$ cat src/rtl/llist_buf_allocator_pkg.sv
// ---------------------------------------------------------------------------
// llist_buf_allocator_pkg
//   Shared definitions for the linked-list buffer allocator:
//   - default pool geometry (DEPTH / PTR_W)
//   - FSM state encoding, exported on the allocator's debug port
//   - helper that computes the free-index count from the pool registers
// ---------------------------------------------------------------------------
package llist_buf_allocator_pkg;

  localparam int DEFAULT_DEPTH = 16;
  localparam int DEFAULT_PTR_W = 4;

  typedef enum logic [1:0] {
    ST_IDLE        = 2'd0,
    ST_ACK_ALLOC   = 2'd1,
    ST_ACK_DEALLOC = 2'd2
  } state_t;

  // Free indices = never-issued indices plus the ones parked on the free list.
  // All operands are PTR_W+1 bits wide; the result fits because the pool
  // never holds more than DEPTH indices.
  function automatic logic [DEFAULT_PTR_W:0] free_count_f(
    input logic [DEFAULT_PTR_W:0] depth,
    input logic [DEFAULT_PTR_W:0] fresh_ptr,
    input logic [DEFAULT_PTR_W:0] list_cnt
  );
    return (depth - fresh_ptr) + list_cnt;
  endfunction

endpackage

$ cat src/rtl/llist_buf_allocator_if.sv
// ---------------------------------------------------------------------------
// llist_buf_allocator_if
//   Alloc/dealloc request-acknowledge bus between a requester (master) and
//   the buffer allocator (slave).
//
//   Handshake (both channels, 4-phase level protocol):
//     master raises *_req (with dealloc_ptr stable) -> slave raises *_ack
//     with its result fields -> master drops *_req -> slave drops *_ack.
//     Result fields (alloc_ptr/alloc_fail, dealloc_err) are valid while the
//     matching *_ack is high. Only one transaction is in flight at a time;
//     dealloc wins when both requests are high in the same cycle.
//
//   Signals:
//     alloc_req   m->s  allocate request
//     alloc_ack   s->m  allocate acknowledge
//     alloc_ptr   s->m  granted index
//     alloc_fail  s->m  pool exhausted, nothing granted
//     dealloc_req m->s  deallocate request
//     dealloc_ptr m->s  index being returned
//     dealloc_ack s->m  deallocate acknowledge
//     dealloc_err s->m  index was not allocated (double free)
//     free_count  s->m  number of free indices, 0..DEPTH
//     pool_empty  s->m  free_count == 0
// ---------------------------------------------------------------------------
interface llist_buf_allocator_if #(
  parameter int PTR_W = 4
);

  logic             alloc_req;
  logic             alloc_ack;
  logic [PTR_W-1:0] alloc_ptr;
  logic             alloc_fail;
  logic             dealloc_req;
  logic [PTR_W-1:0] dealloc_ptr;
  logic             dealloc_ack;
  logic             dealloc_err;
  logic [PTR_W:0]   free_count;
  logic             pool_empty;

  modport master (
    output alloc_req,
    output dealloc_req,
    output dealloc_ptr,
    input  alloc_ack,
    input  alloc_ptr,
    input  alloc_fail,
    input  dealloc_ack,
    input  dealloc_err,
    input  free_count,
    input  pool_empty
  );

  modport slave (
    input  alloc_req,
    input  dealloc_req,
    input  dealloc_ptr,
    output alloc_ack,
    output alloc_ptr,
    output alloc_fail,
    output dealloc_ack,
    output dealloc_err,
    output free_count,
    output pool_empty
  );

endinterface

$ cat src/rtl/llist_buf_allocator_next_mem.sv
// ---------------------------------------------------------------------------
// llist_buf_allocator_next_mem
//   DEPTH x PTR_W next-pointer array for the free list (also usable by the
//   linked-list FIFO data path). One synchronous write port, one
//   asynchronous read port. Contents are not reset: an entry is only read
//   after it has been written as part of a list link.
//
//   Ports:
//     i_clk    clock
//     i_we     write enable
//     i_waddr  write index
//     i_wdata  next-pointer value to store
//     i_raddr  read index
//     o_rdata  next-pointer stored at i_raddr (combinational)
// ---------------------------------------------------------------------------
module llist_buf_allocator_next_mem #(
  parameter int DEPTH = 16,
  parameter int PTR_W = 4
) (
  input  logic             i_clk,
  input  logic             i_we,
  input  logic [PTR_W-1:0] i_waddr,
  input  logic [PTR_W-1:0] i_wdata,
  input  logic [PTR_W-1:0] i_raddr,
  output logic [PTR_W-1:0] o_rdata
);

  logic [PTR_W-1:0] r_mem [DEPTH];

  always_ff @(posedge i_clk) begin
    if (i_we) begin
      r_mem[i_waddr] <= i_wdata;
    end
  end

  assign o_rdata = r_mem[i_raddr];

endmodule

$ cat src/rtl/llist_buf_allocator.sv
// ---------------------------------------------------------------------------
// llist_buf_allocator
//   Owns a pool of DEPTH buffer indices. Grants an index on each alloc
//   request and takes one back on each dealloc request, over a 4-phase
//   request/acknowledge bus.
//
//   The pool is split in two parts:
//     - fresh indices never handed out: r_fresh_ptr .. DEPTH-1
//     - returned indices, kept as a FIFO linked list (r_head, r_tail,
//       r_list_cnt, next-pointer array) pushed at the tail, popped at head
//   Returned indices are reused before fresh ones. An allocation bitmap
//   catches double frees.
//
//   Ports:
//     i_system_clock  clock, rising edge
//     i_reset         synchronous reset, active-high
//     bus             allocator side of llist_buf_allocator_if
//     o_state         FSM state, for debug / checker binding
// ---------------------------------------------------------------------------
module llist_buf_allocator
  import llist_buf_allocator_pkg::*;
#(
  parameter int DEPTH = DEFAULT_DEPTH,
  parameter int PTR_W = DEFAULT_PTR_W
) (
  input  logic                 i_system_clock,
  input  logic                 i_reset,
  llist_buf_allocator_if.slave bus,
  output state_t               o_state
);

  localparam logic [PTR_W:0] DEPTH_C = (PTR_W+1)'(DEPTH);
  localparam logic [PTR_W:0] ONE_C   = (PTR_W+1)'(1);

  state_t           r_state;
  logic [PTR_W-1:0] r_head;
  logic [PTR_W-1:0] r_tail;
  logic [PTR_W:0]   r_list_cnt;
  logic [PTR_W:0]   r_fresh_ptr;
  logic [DEPTH-1:0] r_bitmap;

  logic             r_alloc_ack;
  logic [PTR_W-1:0] r_alloc_ptr;
  logic             r_alloc_fail;
  logic             r_dealloc_ack;
  logic             r_dealloc_err;

  logic             w_dealloc_go;
  logic             w_dealloc_ok;
  logic             w_nm_we;
  logic [PTR_W-1:0] w_nm_rdata;
  logic [PTR_W:0]   w_free_count;

  // A dealloc is accepted in IDLE whenever requested; it only changes the
  // pool when the index is currently allocated.
  assign w_dealloc_go = (r_state == ST_IDLE) && bus.dealloc_req;
  assign w_dealloc_ok = r_bitmap[bus.dealloc_ptr];

  // Link the old tail to the returned index. When the list is empty the
  // returned index becomes both head and tail and no link is needed.
  assign w_nm_we = !i_reset && w_dealloc_go && w_dealloc_ok && (r_list_cnt != '0);

  llist_buf_allocator_next_mem #(
    .DEPTH (DEPTH),
    .PTR_W (PTR_W)
  ) u_next_mem (
    .i_clk   (i_system_clock),
    .i_we    (w_nm_we),
    .i_waddr (r_tail),
    .i_wdata (bus.dealloc_ptr),
    .i_raddr (r_head),
    .o_rdata (w_nm_rdata)
  );

  always_ff @(posedge i_system_clock) begin
    if (i_reset) begin
      r_state       <= ST_IDLE;
      r_head        <= '0;
      r_tail        <= '0;
      r_list_cnt    <= '0;
      r_fresh_ptr   <= '0;
      r_bitmap      <= '0;
      r_alloc_ack   <= 1'b0;
      r_alloc_ptr   <= '0;
      r_alloc_fail  <= 1'b0;
      r_dealloc_ack <= 1'b0;
      r_dealloc_err <= 1'b0;
    end else begin
      case (r_state)
        ST_IDLE: begin
          if (bus.dealloc_req) begin
            r_dealloc_ack <= 1'b1;
            r_state       <= ST_ACK_DEALLOC;
            if (!w_dealloc_ok) begin
              r_dealloc_err <= 1'b1;
            end else begin
              r_dealloc_err                <= 1'b0;
              r_bitmap[bus.dealloc_ptr]    <= 1'b0;
              r_tail                       <= bus.dealloc_ptr;
              r_list_cnt                   <= r_list_cnt + ONE_C;
              if (r_list_cnt == '0) begin
                r_head <= bus.dealloc_ptr;
              end
            end
          end else if (bus.alloc_req) begin
            r_alloc_ack <= 1'b1;
            r_state     <= ST_ACK_ALLOC;
            if (r_list_cnt != '0) begin
              // Reuse the oldest returned index.
              r_alloc_ptr      <= r_head;
              r_alloc_fail     <= 1'b0;
              r_head           <= w_nm_rdata;
              r_list_cnt       <= r_list_cnt - ONE_C;
              r_bitmap[r_head] <= 1'b1;
            end else if (r_fresh_ptr < DEPTH_C) begin
              r_alloc_ptr                        <= r_fresh_ptr[PTR_W-1:0];
              r_alloc_fail                       <= 1'b0;
              r_fresh_ptr                        <= r_fresh_ptr + ONE_C;
              r_bitmap[r_fresh_ptr[PTR_W-1:0]]   <= 1'b1;
            end else begin
              r_alloc_ptr  <= '0;
              r_alloc_fail <= 1'b1;
            end
          end
        end

        ST_ACK_ALLOC: begin
          if (!bus.alloc_req) begin
            r_alloc_ack <= 1'b0;
            r_state     <= ST_IDLE;
          end
        end

        ST_ACK_DEALLOC: begin
          if (!bus.dealloc_req) begin
            r_dealloc_ack <= 1'b0;
            r_state       <= ST_IDLE;
          end
        end

        default: begin
          r_alloc_ack   <= 1'b0;
          r_dealloc_ack <= 1'b0;
          r_state       <= ST_IDLE;
        end
      endcase
    end
  end

  assign w_free_count = (DEPTH_C - r_fresh_ptr) + r_list_cnt;

  assign bus.alloc_ack   = r_alloc_ack;
  assign bus.alloc_ptr   = r_alloc_ptr;
  assign bus.alloc_fail  = r_alloc_fail;
  assign bus.dealloc_ack = r_dealloc_ack;
  assign bus.dealloc_err = r_dealloc_err;
  assign bus.free_count  = w_free_count;
  assign bus.pool_empty  = (w_free_count == '0);
  assign o_state         = r_state;

  a_free_count_le_depth: assert property (
    @(posedge i_system_clock) disable iff (i_reset) (w_free_count <= DEPTH_C)
  );

endmodule
$ cat src/flat_wrapper.sv
// flat-port wrapper written by rule: the top's interface ports become plain ports
module llist_buf_allocator_flat import llist_buf_allocator_pkg::*;
#(
  parameter int DEPTH = DEFAULT_DEPTH,
  parameter int PTR_W = DEFAULT_PTR_W
)
  (i_system_clock, i_reset, o_state, bus_alloc_req, bus_dealloc_req, bus_dealloc_ptr, bus_alloc_ack, bus_alloc_ptr, bus_alloc_fail, bus_dealloc_ack, bus_dealloc_err, bus_free_count, bus_pool_empty);
  llist_buf_allocator_if #(.PTR_W(PTR_W)) bus_i ();
  input  logic i_system_clock;
  input  logic i_reset;
  output state_t o_state;
  input wire logic [$bits(bus_i.alloc_req)-1:0] bus_alloc_req;
  input wire logic [$bits(bus_i.dealloc_req)-1:0] bus_dealloc_req;
  input wire logic [$bits(bus_i.dealloc_ptr)-1:0] bus_dealloc_ptr;
  output wire logic [$bits(bus_i.alloc_ack)-1:0] bus_alloc_ack;
  output wire logic [$bits(bus_i.alloc_ptr)-1:0] bus_alloc_ptr;
  output wire logic [$bits(bus_i.alloc_fail)-1:0] bus_alloc_fail;
  output wire logic [$bits(bus_i.dealloc_ack)-1:0] bus_dealloc_ack;
  output wire logic [$bits(bus_i.dealloc_err)-1:0] bus_dealloc_err;
  output wire logic [$bits(bus_i.free_count)-1:0] bus_free_count;
  output wire logic [$bits(bus_i.pool_empty)-1:0] bus_pool_empty;
  assign bus_i.alloc_req = bus_alloc_req;
  assign bus_i.dealloc_req = bus_dealloc_req;
  assign bus_i.dealloc_ptr = bus_dealloc_ptr;
  assign bus_alloc_ack = bus_i.alloc_ack;
  assign bus_alloc_ptr = bus_i.alloc_ptr;
  assign bus_alloc_fail = bus_i.alloc_fail;
  assign bus_dealloc_ack = bus_i.dealloc_ack;
  assign bus_dealloc_err = bus_i.dealloc_err;
  assign bus_free_count = bus_i.free_count;
  assign bus_pool_empty = bus_i.pool_empty;
  llist_buf_allocator #(.DEPTH(DEPTH), .PTR_W(PTR_W)) u_core (.i_system_clock(i_system_clock), .i_reset(i_reset), .bus(bus_i), .o_state(o_state));
endmodule
$ cat config.mk
export PLATFORM = sky130hd
export DESIGN_NAME = llist_buf_allocator_flat
export DESIGN_NICKNAME = d
export VERILOG_FILES = /design/src/rtl/llist_buf_allocator_pkg.sv /design/src/rtl/llist_buf_allocator_if.sv /design/src/rtl/llist_buf_allocator_next_mem.sv /design/src/rtl/llist_buf_allocator.sv /design/src/flat_wrapper.sv
export SDC_FILE = /design/constraint.sdc
export NUM_CORES = 1
export LEC_CHECK = 0
export BUFFER_PORTS_ARGS = -buffer_cell sky130_fd_sc_hd__buf_2
export CORE_ASPECT_RATIO = 0.8
export CORE_UTILIZATION = 65
export CTS_CLUSTER_SIZE = 14
export DETAILED_ROUTE_END_ITERATION = 16
export PLACE_DENSITY = 0.83
export SYNTH_ARGS = -nofsm -noshare
export SYNTH_HDL_FRONTEND = slang
export SYNTH_HIERARCHICAL = 1
export SYNTH_SLANG_ARGS = --single-unit
$ cat constraint.sdc
create_clock -name i_system_clock -period 6.35 [get_ports i_system_clock]
set_clock_uncertainty 0.1 [all_clocks]
set_input_delay 0 -clock i_system_clock [delete_from_list [all_inputs] [get_ports i_system_clock]]
set_output_delay 0 -clock i_system_clock [all_outputs]
set_load 0.01 [all_outputs]
==> results of run 1 <==
-- area by class of cell --
type                    instances  area, sq um  share of cell area
multi-input cells             317         2430               0.419
flip-flops and latches        108         2800               0.484
clock buffers                  10          128              0.0220
repair buffers                 30          178              0.0307
inverters                      20         75.1              0.0130
well taps                     108          135              0.0233
clock inverters                 6         47.5             0.00821
-- what timing repair did --
action	CTS	global route
hold buffers	4	0
buffers inserted	0	0
hold endpoints to repair	35	0
setup endpoints to repair	0	0
-- cells in the final DEF (no fill, tap or decap), types with 3 or more instances in the layout --
master	instances
dlygate4sd3_1	4
clkbuf_8	9
o221ai_1	3
xnor2_1	9
a22oi_1	7
or4_1	3
and3_1	16
nand3_1	20
mux4_1	16
o21ai_1	27
o31ai_1	3
buf_2	23
o21ai_0	11
mux2i_1	4
inv_1	18
mux4_2	6
nor4_1	6
nor2_1	37
ha_1	14
nor3_1	27
edfxtp_1	64
nand2b_1	13
nand2_1	18
a211oi_1	4
nand4_1	5
buf_4	3
dfxtp_1	44
a21oi_1	28
nand3b_1	3
nor2b_1	3
-- sequential cells by signal, summed over array words and instances (netlist names) --
| register | flops |
|---|---|
| u_core/r_tail | 4 |
| u_core/r_fresh_ptr | 5 |
| u_core/r_head | 4 |
| u_core/bus.alloc_ack | 1 |
| u_core/bus.alloc_fail | 1 |
| u_core/bus.dealloc_ack | 1 |
| u_core/o_state | 2 |
| u_core/r_list_cnt | 5 |
| u_core/bus.dealloc_err | 1 |
| u_core/u_next_mem/r_mem | 64 |
| u_core/r_bitmap | 16 |
| u_core/bus.alloc_ptr | 4 |
-- power breakdown --
group | internal, mW | leakage [nW] | switching (mW)
combinational | 0.137 | 0.976 | 0.207
sequential | 0.756 | 0.933 | 0.0335
clock | 0.146 | 0.0872 | 0.237
-- per-stage QoR --
stage          cell area, sq um  utilization  hold WS [ns]
2_1_floorplan              5460            -      -0.00113
3_3_place_gp               5580        0.696         0.207
3_5_place_dp               5580        0.696         0.224
4_1_cts                    5790        0.723        0.0337
5_1_grt                    5790        0.723        0.0520
6_report                   5790        0.723        0.0418
-- kinds of logic (layout without fill, tap and decap cells) --
kind of cell,after synthesis,after routing,synth area share
AOI/OAI and AO/OA,97,97,0.107
xor gates and xnor gates,9,9,0.0144
adders and majority gates,16,16,0.0394
buffers and inverters,47,66,0.0413
DFF,108,108,0.514
muxes,30,30,0.121
and+or+nand+nor,165,165,0.163
-- layer usage --
metal	vias to the layer above	GRT usage	wire length, um
met3	14	0.0687	1270
met5	-	0	0
met2	265	0.452	5770
met1	1963	0.445	5400
met4	0	0.0831	132
li1	1822	-	-
-- how the worst max path moves through the flow --
stage	start	endpoint	slack, ns	cells past startpoint
CTS	bus_dealloc_ptr[2]	u_core/u_next_mem/r_mem[0][0]	3.03	8
global placement	bus_dealloc_ptr[1]	u_core/u_next_mem/r_mem[0][2]	3.14	7
global route	bus_dealloc_ptr[2]	u_core/u_next_mem/r_mem[0][1]	2.79	8
finish	bus_dealloc_ptr[2]	u_core/u_next_mem/r_mem[0][0]	2.93	8
floorplan	u_core/r_bitmap[2]	u_core/u_next_mem/r_mem[0][0]	3.63	6
detailed placement	bus_dealloc_ptr[1]	u_core/u_next_mem/r_mem[0][3]	3.02	7
==> run_summary.xml, run 1 <==
<?xml version="1.0" encoding="UTF-8"?>
<metrics>
  <group name="setup_path">
    <metric name="cp-end-kind" unit="">register</metric>
    <metric name="crit_path_cell_trace" unit="">dlygate4sd3_1 -&gt; buf_2 -&gt; mux4_2 -&gt; mux2i_4 -&gt; mux2_4 -&gt; nor4_1 -&gt; or3b_2 -&gt; nor3_1</metric>
    <metric name="worst_path_maximum_fanout" unit="">25</metric>
    <metric name="worst-endpoint-arrival" unit="ns">3.34</metric>
    <metric name="r2r-start" unit="">u_core/r_bitmap[13]</metric>
    <metric name="critical-path-max-stage-delay" unit="ns">0.65</metric>
    <metric name="critical-path-slowest-cell" unit="">nor4_1</metric>
    <metric name="setup.worst_path.class" unit="">input port to register</metric>
    <metric name="required_time_worst_endpoint" unit="ns">6.27</metric>
    <metric name="crit_family" unit="">simple AND/OR/NAND/NOR gates</metric>
    <metric name="worst_r2r_path_depth" unit="">6</metric>
    <metric name="r2r_slack" unit="ns">3.13</metric>
    <metric name="crit_path_start_kind" unit="">input port</metric>
    <metric name="timing.critical_path.buf_inv" unit="">2</metric>
    <metric name="worstReg2RegEnd" unit="">u_core/u_next_mem/r_mem[0][0]</metric>
  </group>
  <group name="yosys">
    <metric name="synthesis.nets" unit="">496</metric>
    <metric name="post_synth_instance_area" unit="sq um">5460</metric>
    <metric name="synth_seq_cells" unit="">108</metric>
    <metric name="ys_top_cells_by_count" unit="">edfxtp_1, dfxtp_1, nor2_1</metric>
    <metric name="synth.lib_cells_used.distinct" unit="">62</metric>
    <metric name="synth.most_common_cell" unit="">edfxtp_1</metric>
    <metric name="number_of_synthesized_flops_with_an_enable_pin" unit="">64</metric>
    <metric name="synth_area_per_cell" unit="sq um">11.6</metric>
    <metric name="synthesized_netlist_cell_count" unit="">472</metric>
    <metric name="synthDominantCellAreaShare" unit="">0.352</metric>
    <metric name="synth_seq_area_share" unit="">0.514</metric>
    <metric name="synth_top_flop_cell" unit="">edfxtp_1</metric>
    <metric name="synth_area_leader_cell" unit="">edfxtp_1</metric>
    <metric name="yosys-top-cells-area" unit="">edfxtp_1, dfxtp_1, mux4_1, ha_1, a21oi_1</metric>
    <metric name="asyncSetResetFlopFracSynth" unit="">0</metric>
    <metric name="yosysWarningCount" unit="">6</metric>
  </group>
  <group name="floorplanning">
    <metric name="pin_count" unit="">24</metric>
    <metric name="die-width" unit="um">104</metric>
    <metric name="dieArea" unit="sq um">8770</metric>
    <metric name="core_region_area" unit="sq um">8020</metric>
    <metric name="die_h" unit="um">84.0</metric>
    <metric name="initial_core_util" unit="">0.680</metric>
    <metric name="rows" unit="">29</metric>
  </group>
  <group name="detailed_routing">
    <metric name="postRouteAntennaNets" unit="">0</metric>
    <metric name="detailroute.via_count" unit="">4064</metric>
    <metric name="detail_route.wl_per_cell" unit="um">21.0</metric>
    <metric name="vias_per_cell" unit="">6.78</metric>
    <metric name="drt_drc_violations_left" unit="">0</metric>
    <metric name="dr.pass1.iters" unit="">5</metric>
    <metric name="drt_iter0_markers" unit="">499</metric>
    <metric name="postRouteWirelength" unit="um">12600</metric>
  </group>
  <group name="layout">
    <metric name="fill_cells" unit="">554</metric>
    <metric name="area_growth_syn_to_layout" unit="%">6.19</metric>
    <metric name="final_nets" unit="">510</metric>
    <metric name="final_cell_count_no_fill" unit="">599</metric>
    <metric name="antennaDiodeCount" unit="">0</metric>
    <metric name="layout-drive-gt1-share" unit="">0.132</metric>
  </group>
  <group name="sta">
    <metric name="period_share" unit="">0.539</metric>
    <metric name="worst_slew_pin_slew" unit="ns">0.969</metric>
    <metric name="finalSetupViolations" unit="">0</metric>
    <metric name="hold_viol" unit="">0</metric>
    <metric name="slew-limit-headroom" unit="">0.352</metric>
    <metric name="final_period_minus_worst_setup_slack" unit="ns">3.42</metric>
    <metric name="grt_setup_unrepaired" unit="">false</metric>
    <metric name="drv_slew" unit="">0</metric>
    <metric name="crit_path_setup_slack_layout" unit="ns">2.93</metric>
    <metric name="finalSetupTns" unit="ns">0</metric>
    <metric name="clock.fmax" unit="GHz">0.292</metric>
  </group>
  <group name="power">
    <metric name="p_leak" unit="nW">2.00</metric>
    <metric name="max-vdd-ir-drop" unit="mV">0.164</metric>
    <metric name="p_per_area" unit="nW/um^2">262</metric>
    <metric name="overall_power_consumption" unit="mW">1.52</metric>
  </group>
  <group name="worst_hold_path">
    <metric name="whs_endpoint" unit="">u_core/u_next_mem/r_mem[13][1]</metric>
    <metric name="min_delay_path_depth" unit="">1</metric>
    <metric name="min-delay-start" unit="">bus_dealloc_ptr[1]</metric>
    <metric name="hp-class" unit="">input port to register</metric>
  </group>
  <group name="cts">
    <metric name="root_buffer" unit="">clkbuf_8</metric>
    <metric name="cts_made_buffers" unit="">9</metric>
    <metric name="cts.sinks" unit="">108</metric>
    <metric name="cts_max_level" unit="">3</metric>
    <metric name="cts_resized" unit="">0</metric>
    <metric name="tritoncts" unit="">built</metric>
    <metric name="clock_latency" unit="ns">0.38</metric>
    <metric name="clk_pin_slew" unit="ns">0.10</metric>
    <metric name="number_of_buffers_on_the_longest_clock_path" unit="">2</metric>
  </group>
  <group name="global_route">
    <metric name="vias_in_the_first_global_route" unit="">3706</metric>
    <metric name="grt_start_max_net_pins" unit="">53</metric>
    <metric name="wire_length_of_the_first_global_routing_pass" unit="um">19800</metric>
    <metric name="grt_overflow_total" unit="">0</metric>
    <metric name="global_route.usage.total" unit="">0.302</metric>
    <metric name="antenna_found_initial" unit="">0</metric>
  </group>
  <group name="placed_design">
    <metric name="preCtsSetupSlack" unit="ns">3.02</metric>
    <metric name="hpwlAfterDp" unit="um">8750</metric>
    <metric name="post-place-cells" unit="">579</metric>
    <metric name="finalWeightedCongestion" unit="">0.866</metric>
    <metric name="port_buffers" unit="">23</metric>
  </group>
  <group name="outcome">
    <metric name="outcome" unit="">finished, final reports clean</metric>
  </group>
  <group name="job">
    <metric name="cap_viol_max_count" unit="">0</metric>
  </group>
</metrics>
No activity file was read; power rests on OpenSTA's default activity.
==> run 2, diff against run 1 <==
Settings changed: CORE_UTILIZATION 65 to 61, PLACE_DENSITY 0.83 to 0.79.
Clock period 6.35 ns to 3.4 ns, I/O delays scaled along.
==> run_summary.xml, run 2 (synthesis results as in run 1) <==
<?xml version="1.0" encoding="UTF-8"?>
<metrics>
  <group name="detailed_routing">
    <metric name="drt_drc_violations_left" unit="">0</metric>
    <metric name="vias_per_cell" unit="">6.65</metric>
    <metric name="drt_iter0_markers" unit="">425</metric>
    <metric name="detail_route.wl_per_cell" unit="um">20.3</metric>
    <metric name="postRouteWirelength" unit="um">12300</metric>
    <metric name="postRouteAntennaNets" unit="">0</metric>
    <metric name="dr.pass1.iters" unit="">5</metric>
    <metric name="detailroute.via_count" unit="">4032</metric>
  </group>
  <group name="placed_design">
    <metric name="post-place-cells" unit="">588</metric>
    <metric name="detailed_place.area" unit="sq um">5620</metric>
    <metric name="preCtsSetupSlack" unit="ns">0.429</metric>
    <metric name="hpwlAfterDp" unit="um">8550</metric>
    <metric name="port_buffers" unit="">23</metric>
    <metric name="finalWeightedCongestion" unit="">0.859</metric>
  </group>
  <group name="power">
    <metric name="p_leak" unit="nW">2.03</metric>
    <metric name="max-vdd-ir-drop" unit="mV">0.306</metric>
    <metric name="p_per_area" unit="nW/um^2">500</metric>
    <metric name="overall_power_consumption" unit="mW">2.93</metric>
  </group>
  <group name="setup_path">
    <metric name="setup.worst_path.class" unit="">register to register</metric>
    <metric name="timing.critical_path.buf_inv" unit="">1</metric>
    <metric name="required_time_worst_endpoint" unit="ns">3.52</metric>
    <metric name="critPathMostFrequentCell" unit="">a22oi_1</metric>
    <metric name="critical-path-slowest-cell" unit="">dfxtp_1</metric>
    <metric name="worst_path_maximum_fanout" unit="">17</metric>
    <metric name="cp-end-kind" unit="">register</metric>
    <metric name="crit_family" unit="">flip-flops</metric>
    <metric name="crit_path_cell_trace" unit="">mux4_1 -&gt; a22oi_1 -&gt; nand3_1 -&gt; inv_1 -&gt; o31ai_1 -&gt; a22oi_1 -&gt; o221ai_1</metric>
    <metric name="r2r_slack" unit="ns">0.54</metric>
    <metric name="crit_path_start_kind" unit="">register</metric>
    <metric name="critical-path-max-stage-delay" unit="ns">1.05</metric>
    <metric name="worst-endpoint-arrival" unit="ns">2.99</metric>
  </group>
  <group name="layout">
    <metric name="fill_cells" unit="">630</metric>
    <metric name="most-common-layout-cells" unit="">edfxtp_1, dfxtp_1, nor2_1</metric>
    <metric name="final_nets" unit="">513</metric>
    <metric name="final_util" unit="">0.681</metric>
    <metric name="finish.instance_area" unit="sq um">5850</metric>
    <metric name="layout-drive-gt1-share" unit="">0.144</metric>
    <metric name="antennaDiodeCount" unit="">0</metric>
    <metric name="area_growth_syn_to_layout" unit="%">7.22</metric>
    <metric name="registers.top_by_ff_count" unit="">u_core/u_next_mem/r_mem</metric>
    <metric name="mostFrequentLayoutCell" unit="">edfxtp_1</metric>
    <metric name="largest_registers" unit="">u_core/u_next_mem/r_mem: 64 flops, u_core/r_bitmap: 16 flops</metric>
    <metric name="final_cell_count_no_fill" unit="">606</metric>
    <metric name="largest_register_ffs" unit="">64</metric>
  </group>
  <group name="global_route">
    <metric name="vias_in_the_first_global_route" unit="">3660</metric>
    <metric name="grt_start_max_net_pins" unit="">53</metric>
    <metric name="grt_overflow_total" unit="">0</metric>
    <metric name="global_route.usage.total" unit="">0.281</metric>
    <metric name="antenna_found_initial" unit="">0</metric>
    <metric name="wire_length_of_the_first_global_routing_pass" unit="um">19300</metric>
  </group>
  <group name="sta">
    <metric name="crit_path_setup_slack_layout" unit="ns">0.539</metric>
    <metric name="grt_setup_unrepaired" unit="">false</metric>
    <metric name="finalSetupTns" unit="ns">0</metric>
    <metric name="finalSetupViolations" unit="">0</metric>
    <metric name="worst_slew_pin_slew" unit="ns">1.07</metric>
    <metric name="clock.fmax" unit="GHz">0.350</metric>
    <metric name="drv_slew" unit="">0</metric>
    <metric name="period_share" unit="">0.841</metric>
    <metric name="hold_ws" unit="ns">0.0150</metric>
    <metric name="slew-limit-headroom" unit="">0.284</metric>
    <metric name="final_period_minus_worst_setup_slack" unit="ns">2.86</metric>
    <metric name="hold_viol" unit="">0</metric>
  </group>
  <group name="floorplanning">
    <metric name="rows" unit="">30</metric>
    <metric name="die_h" unit="um">86.6</metric>
    <metric name="pin_count" unit="">24</metric>
    <metric name="core_region_area" unit="sq um">8600</metric>
    <metric name="die-width" unit="um">108</metric>
    <metric name="dieArea" unit="sq um">9330</metric>
    <metric name="initial_core_util" unit="">0.635</metric>
  </group>
  <group name="cts">
    <metric name="ctsHoldBuffers" unit="">2</metric>
    <metric name="cts_resized" unit="">0</metric>
    <metric name="cts_made_buffers" unit="">9</metric>
    <metric name="tritoncts" unit="">built</metric>
    <metric name="post_cts.repair.setup_buffers" unit="">0</metric>
    <metric name="root_buffer" unit="">clkbuf_8</metric>
    <metric name="clk_pin_slew" unit="ns">0.10</metric>
    <metric name="number_of_buffers_on_the_longest_clock_path" unit="">2</metric>
    <metric name="cts_max_level" unit="">3</metric>
    <metric name="cts.sinks" unit="">108</metric>
    <metric name="clock_latency" unit="ns">0.38</metric>
  </group>
  <group name="worst_hold_path">
    <metric name="hp-class" unit="">input port to register</metric>
  </group>
  <group name="job">
    <metric name="cap_viol_max_count" unit="">0</metric>
  </group>
  <group name="outcome">
    <metric name="outcome" unit="">finished, final reports clean</metric>
  </group>
</metrics>
run 2: cell types whose count changed in the layout (fill, tap and decap cells not counted):
cell,delta
clkbuf_1,-1
inv_8,+2
inv_6,-2
clkinv_2,-1
dlygate4sd3_1,-2
bufinv_16,+1
clkinvlp_4,+1
buf_4,+5
run 2: final timing paths:
check                                  end  cells past startpoint             startpoint
max                       u_core/r_head[0]                      7       u_core/r_head[0]
min          u_core/u_next_mem/r_mem[4][2]                      1     bus_dealloc_ptr[2]
max reg2reg               u_core/r_head[0]                      7       u_core/r_head[0]
min reg2reg          u_core/bus.alloc_fail                      2  u_core/bus.alloc_fail
run 2: worst register-to-register path, stage by stage, from the launching register on:
cell and delay [ns]:
dfxtp_1 1.05, mux4_1 0.73, a22oi_1 0.21, nand3_1 0.14
inv_1 0.11, o31ai_1 0.09, a22oi_1 0.15, o221ai_1 0.14
run 2: routing by layer:
metal	track usage	routed length, um	vias to the layer above
li1	-	-	1839
met3	0.0677	1240	16
met5	0.0330	0	-
met2	0.412	5520	205
met4	0.0648	119	0
met1	0.423	5420	1972
run 2: cell type report:
class                           instances  area [sq um]  share of cell area
Sequential cell                       108          2800               0.479
Inverter                               20          75.1              0.0128
Multi-Input combinational cell        317          2430               0.415
Timing Repair Buffer                   33           195              0.0334
Clock buffer                            9           124              0.0212
Clock inverter                          7          85.1              0.0145
Tap cell                              112           140              0.0240
run 2: power breakdown:
part / total (mW) / switching [mW] / leakage (nW) / internal (mW)
sequential: 1.49 / 0.0764 / 0.933 / 1.41
clock: 0.809 / 0.456 / 0.0995 / 0.353
combinational: 0.630 / 0.373 / 0.994 / 0.257
total: 2.93 / 0.906 / 2.03 / 2.02
==> run 3, diff against run 2 <==
Settings changed: ABC_AREA set to 1, CORE_UTILIZATION 61 to 56, PLACE_DENSITY 0.79 to 0.76.
Clock period 3.4 ns to 2.54 ns, I/O delays scaled along.
==> run_summary.xml, run 3 <==
<?xml version="1.0" encoding="UTF-8"?>
<metrics>
  <group name="power">
    <metric name="p_leak" unit="nW">2.90</metric>
    <metric name="max-vdd-ir-drop" unit="mV">0.675</metric>
    <metric name="overall_power_consumption" unit="mW">4.30</metric>
    <metric name="p_per_area" unit="nW/um^2">640</metric>
  </group>
  <group name="detailed_routing">
    <metric name="detailroute.via_count" unit="">5244</metric>
    <metric name="vias_per_cell" unit="">5.58</metric>
    <metric name="dr.pass1.iters" unit="">6</metric>
    <metric name="postRouteAntennaNets" unit="">0</metric>
    <metric name="drt_iter0_markers" unit="">593</metric>
    <metric name="drt_drc_violations_left" unit="">0</metric>
    <metric name="postRouteWirelength" unit="um">15400</metric>
    <metric name="detail_route.wl_per_cell" unit="um">16.4</metric>
  </group>
  <group name="yosys">
    <metric name="post_synth_instance_area" unit="sq um">6050</metric>
    <metric name="synth_top_flop_cell" unit="">edfxtp_1</metric>
    <metric name="synth.lib_cells_used.distinct" unit="">40</metric>
    <metric name="synthDominantCellAreaShare" unit="">0.318</metric>
    <metric name="synth_area_leader_cell" unit="">edfxtp_1</metric>
    <metric name="synth.most_common_cell" unit="">nand2_1</metric>
    <metric name="yosysWarningCount" unit="">6</metric>
    <metric name="synthesized_netlist_cell_count" unit="">764</metric>
    <metric name="number_of_synthesized_flops_with_an_enable_pin" unit="">64</metric>
    <metric name="yosys-top-cells-area" unit="">edfxtp_1, nand2_1, dfxtp_1, nand3_1, inv_1</metric>
    <metric name="asyncSetResetFlopFracSynth" unit="">0</metric>
    <metric name="synthesis.nets" unit="">788</metric>
    <metric name="ys_top_cells_by_count" unit="">nand2_1, nand3_1, inv_1</metric>
    <metric name="synth_seq_cells" unit="">108</metric>
    <metric name="synth_seq_area_share" unit="">0.463</metric>
    <metric name="synth_area_per_cell" unit="sq um">7.92</metric>
  </group>
  <group name="sta">
    <metric name="finalSetupTns" unit="ns">0</metric>
    <metric name="drv_slew" unit="">0</metric>
    <metric name="period_share" unit="">0.957</metric>
    <metric name="final_period_minus_worst_setup_slack" unit="ns">2.43</metric>
    <metric name="hold_ws" unit="ns">0.0185</metric>
    <metric name="crit_path_setup_slack_layout" unit="ns">0.109</metric>
    <metric name="slew-limit-headroom" unit="">0.542</metric>
    <metric name="clock.fmax" unit="GHz">0.411</metric>
    <metric name="hold_viol" unit="">0</metric>
    <metric name="worst_slew_pin_slew" unit="ns">0.686</metric>
    <metric name="finalSetupViolations" unit="">0</metric>
  </group>
  <group name="layout">
    <metric name="most-common-layout-cells" unit="">nand2_1, nand3_1, inv_1</metric>
    <metric name="final_cell_count_no_fill" unit="">939</metric>
    <metric name="registers.top_by_ff_count" unit="">u_core/u_next_mem/r_mem</metric>
    <metric name="fill_cells" unit="">900</metric>
    <metric name="antennaDiodeCount" unit="">0</metric>
    <metric name="mostFrequentLayoutCell" unit="">nand2_1</metric>
    <metric name="largest_registers" unit="">u_core/u_next_mem/r_mem: 64 flops, u_core/r_bitmap: 16 flops</metric>
    <metric name="area_growth_syn_to_layout" unit="%">11.1</metric>
    <metric name="largest_register_ffs" unit="">64</metric>
    <metric name="final_nets" unit="">818</metric>
    <metric name="finish.instance_area" unit="sq um">6720</metric>
    <metric name="final_util" unit="">0.648</metric>
    <metric name="layout-drive-gt1-share" unit="">0.151</metric>
  </group>
  <group name="cts">
    <metric name="cts_made_buffers" unit="">9</metric>
    <metric name="root_buffer" unit="">clkbuf_16</metric>
    <metric name="clock_latency" unit="ns">0.35</metric>
    <metric name="clk_pin_slew" unit="ns">0.08</metric>
    <metric name="number_of_buffers_on_the_longest_clock_path" unit="">2</metric>
    <metric name="tritoncts" unit="">built</metric>
    <metric name="cts.sinks" unit="">108</metric>
    <metric name="cts_max_level" unit="">3</metric>
  </group>
  <group name="worst_hold_path">
    <metric name="hp-class" unit="">input port to register</metric>
    <metric name="min-delay-start" unit="">bus_dealloc_req</metric>
    <metric name="whs_endpoint" unit="">u_core/o_state[1]</metric>
    <metric name="min_delay_path_depth" unit="">5</metric>
  </group>
  <group name="setup_path">
    <metric name="worstReg2RegEnd" unit="">u_core/u_next_mem/r_mem[8][0]</metric>
    <metric name="worst_path_maximum_fanout" unit="">20</metric>
    <metric name="required_time_worst_endpoint" unit="ns">2.49</metric>
    <metric name="r2r_slack" unit="ns">0.32</metric>
    <metric name="worst-endpoint-arrival" unit="ns">2.38</metric>
    <metric name="r2r-start" unit="">u_core/r_bitmap[8]</metric>
    <metric name="worst_r2r_path_depth" unit="">13</metric>
    <metric name="crit_path_start_kind" unit="">input port</metric>
    <metric name="cp-end-kind" unit="">register</metric>
    <metric name="setup.worst_path.class" unit="">input port to register</metric>
  </group>
  <group name="global_route">
    <metric name="vias_in_the_first_global_route" unit="">4835</metric>
    <metric name="global_route.usage.total" unit="">0.287</metric>
    <metric name="grt_start_max_net_pins" unit="">33</metric>
    <metric name="wire_length_of_the_first_global_routing_pass" unit="um">24800</metric>
    <metric name="antenna_found_initial" unit="">0</metric>
    <metric name="grt_overflow_total" unit="">0</metric>
  </group>
  <group name="outcome">
    <metric name="outcome" unit="">finished, final reports clean</metric>
  </group>
  <group name="floorplanning">
    <metric name="rows" unit="">33</metric>
    <metric name="initial_core_util" unit="">0.584</metric>
    <metric name="core_region_area" unit="sq um">10400</metric>
    <metric name="dieArea" unit="sq um">11200</metric>
    <metric name="pin_count" unit="">24</metric>
    <metric name="die_h" unit="um">95.0</metric>
    <metric name="die-width" unit="um">118</metric>
  </group>
  <group name="placed_design">
    <metric name="preCtsSetupSlack" unit="ns">0.234</metric>
    <metric name="post-place-cells" unit="">916</metric>
    <metric name="detailed_place.area" unit="sq um">6250</metric>
    <metric name="finalWeightedCongestion" unit="">0.951</metric>
    <metric name="hpwlAfterDp" unit="um">10500</metric>
    <metric name="port_buffers" unit="">23</metric>
  </group>
  <group name="job">
    <metric name="cap_viol_max_count" unit="">0</metric>
  </group>
</metrics>
==> run 3: per-layer routing <==
metal	share of wire	track usage	vias to the layer above
li1	-	-	2527
met1	0.44	0.403	2446
met2	0.45	0.450	253
met3	0.10	0.0694	18
met4	0.012	0.0652	0
met5	0	0	-
==> run 3: worst max-delay path by stage <==
stage                             from                             end  slack, ns  cells after the start
floorplan           u_core/r_bitmap[8]  u_core/u_next_mem/r_mem[12][0]       0.40                     12
global placement    bus_dealloc_ptr[0]   u_core/u_next_mem/r_mem[2][3]       0.28                     14
detailed placement  bus_dealloc_ptr[2]   u_core/u_next_mem/r_mem[6][3]       0.23                     11
CTS                 bus_dealloc_ptr[0]   u_core/u_next_mem/r_mem[6][0]       0.06                     15
global route        bus_dealloc_ptr[2]   u_core/u_next_mem/r_mem[9][1]      -0.05                     13
finish              bus_dealloc_ptr[2]   u_core/u_next_mem/r_mem[8][0]       0.11                     13
==> run 3: kinds of logic (layout without fill, tap and decap cells) <==
| kind of cell | count (synthesis) | after routing | share of synthesized area |
|---|---|---|---|
| xor+xnor | 8 | 8 | 0.0116 |
| simple gates | 453 | 453 | 0.336 |
| compound gates | 56 | 56 | 0.0573 |
| fa+ha+maj | 16 | 16 | 0.0356 |
| flops | 108 | 108 | 0.463 |
| buf+inv | 123 | 158 | 0.0966 |
==> run 3: power breakdown <==
part,internal (mW),switching [mW]
Clock,0.796,0.700
Sequential,1.88,0.0414
Combinational,0.284,0.594
==> run 3: layout make-up <==
cell class	instances	area [sq um]	area share
Clock buffer	9	225	0.0335
Timing Repair Buffer	48	318	0.0473
Sequential cell	108	2810	0.417
Clock inverter	7	92.6	0.0138
Multi-Input combinational cell	533	2740	0.408
Inverter	94	365	0.0544
Tap cell	140	175	0.0261
==> run 3: worst max-delay path: stages <==
cell and delay [ns]:
dlygate4sd3_1 0.53, buf_2 0.36, nand2_1 0.12, inv_1 0.16
nand2_1 0.09, nand2_1 0.09, nor2_2 0.05, nor3_2 0.14
nand2_1 0.11, nor2_2 0.20, nand3b_1 0.12, buf_4 0.19
nor2_2 0.20
==> run 3: what timing repair did <==
item	CTS	global route
gates resized for setup	0	28
setup endpoints to repair	0	65
setup buffers	0	2
hold buffers	4	1
hold endpoints to repair	13	5
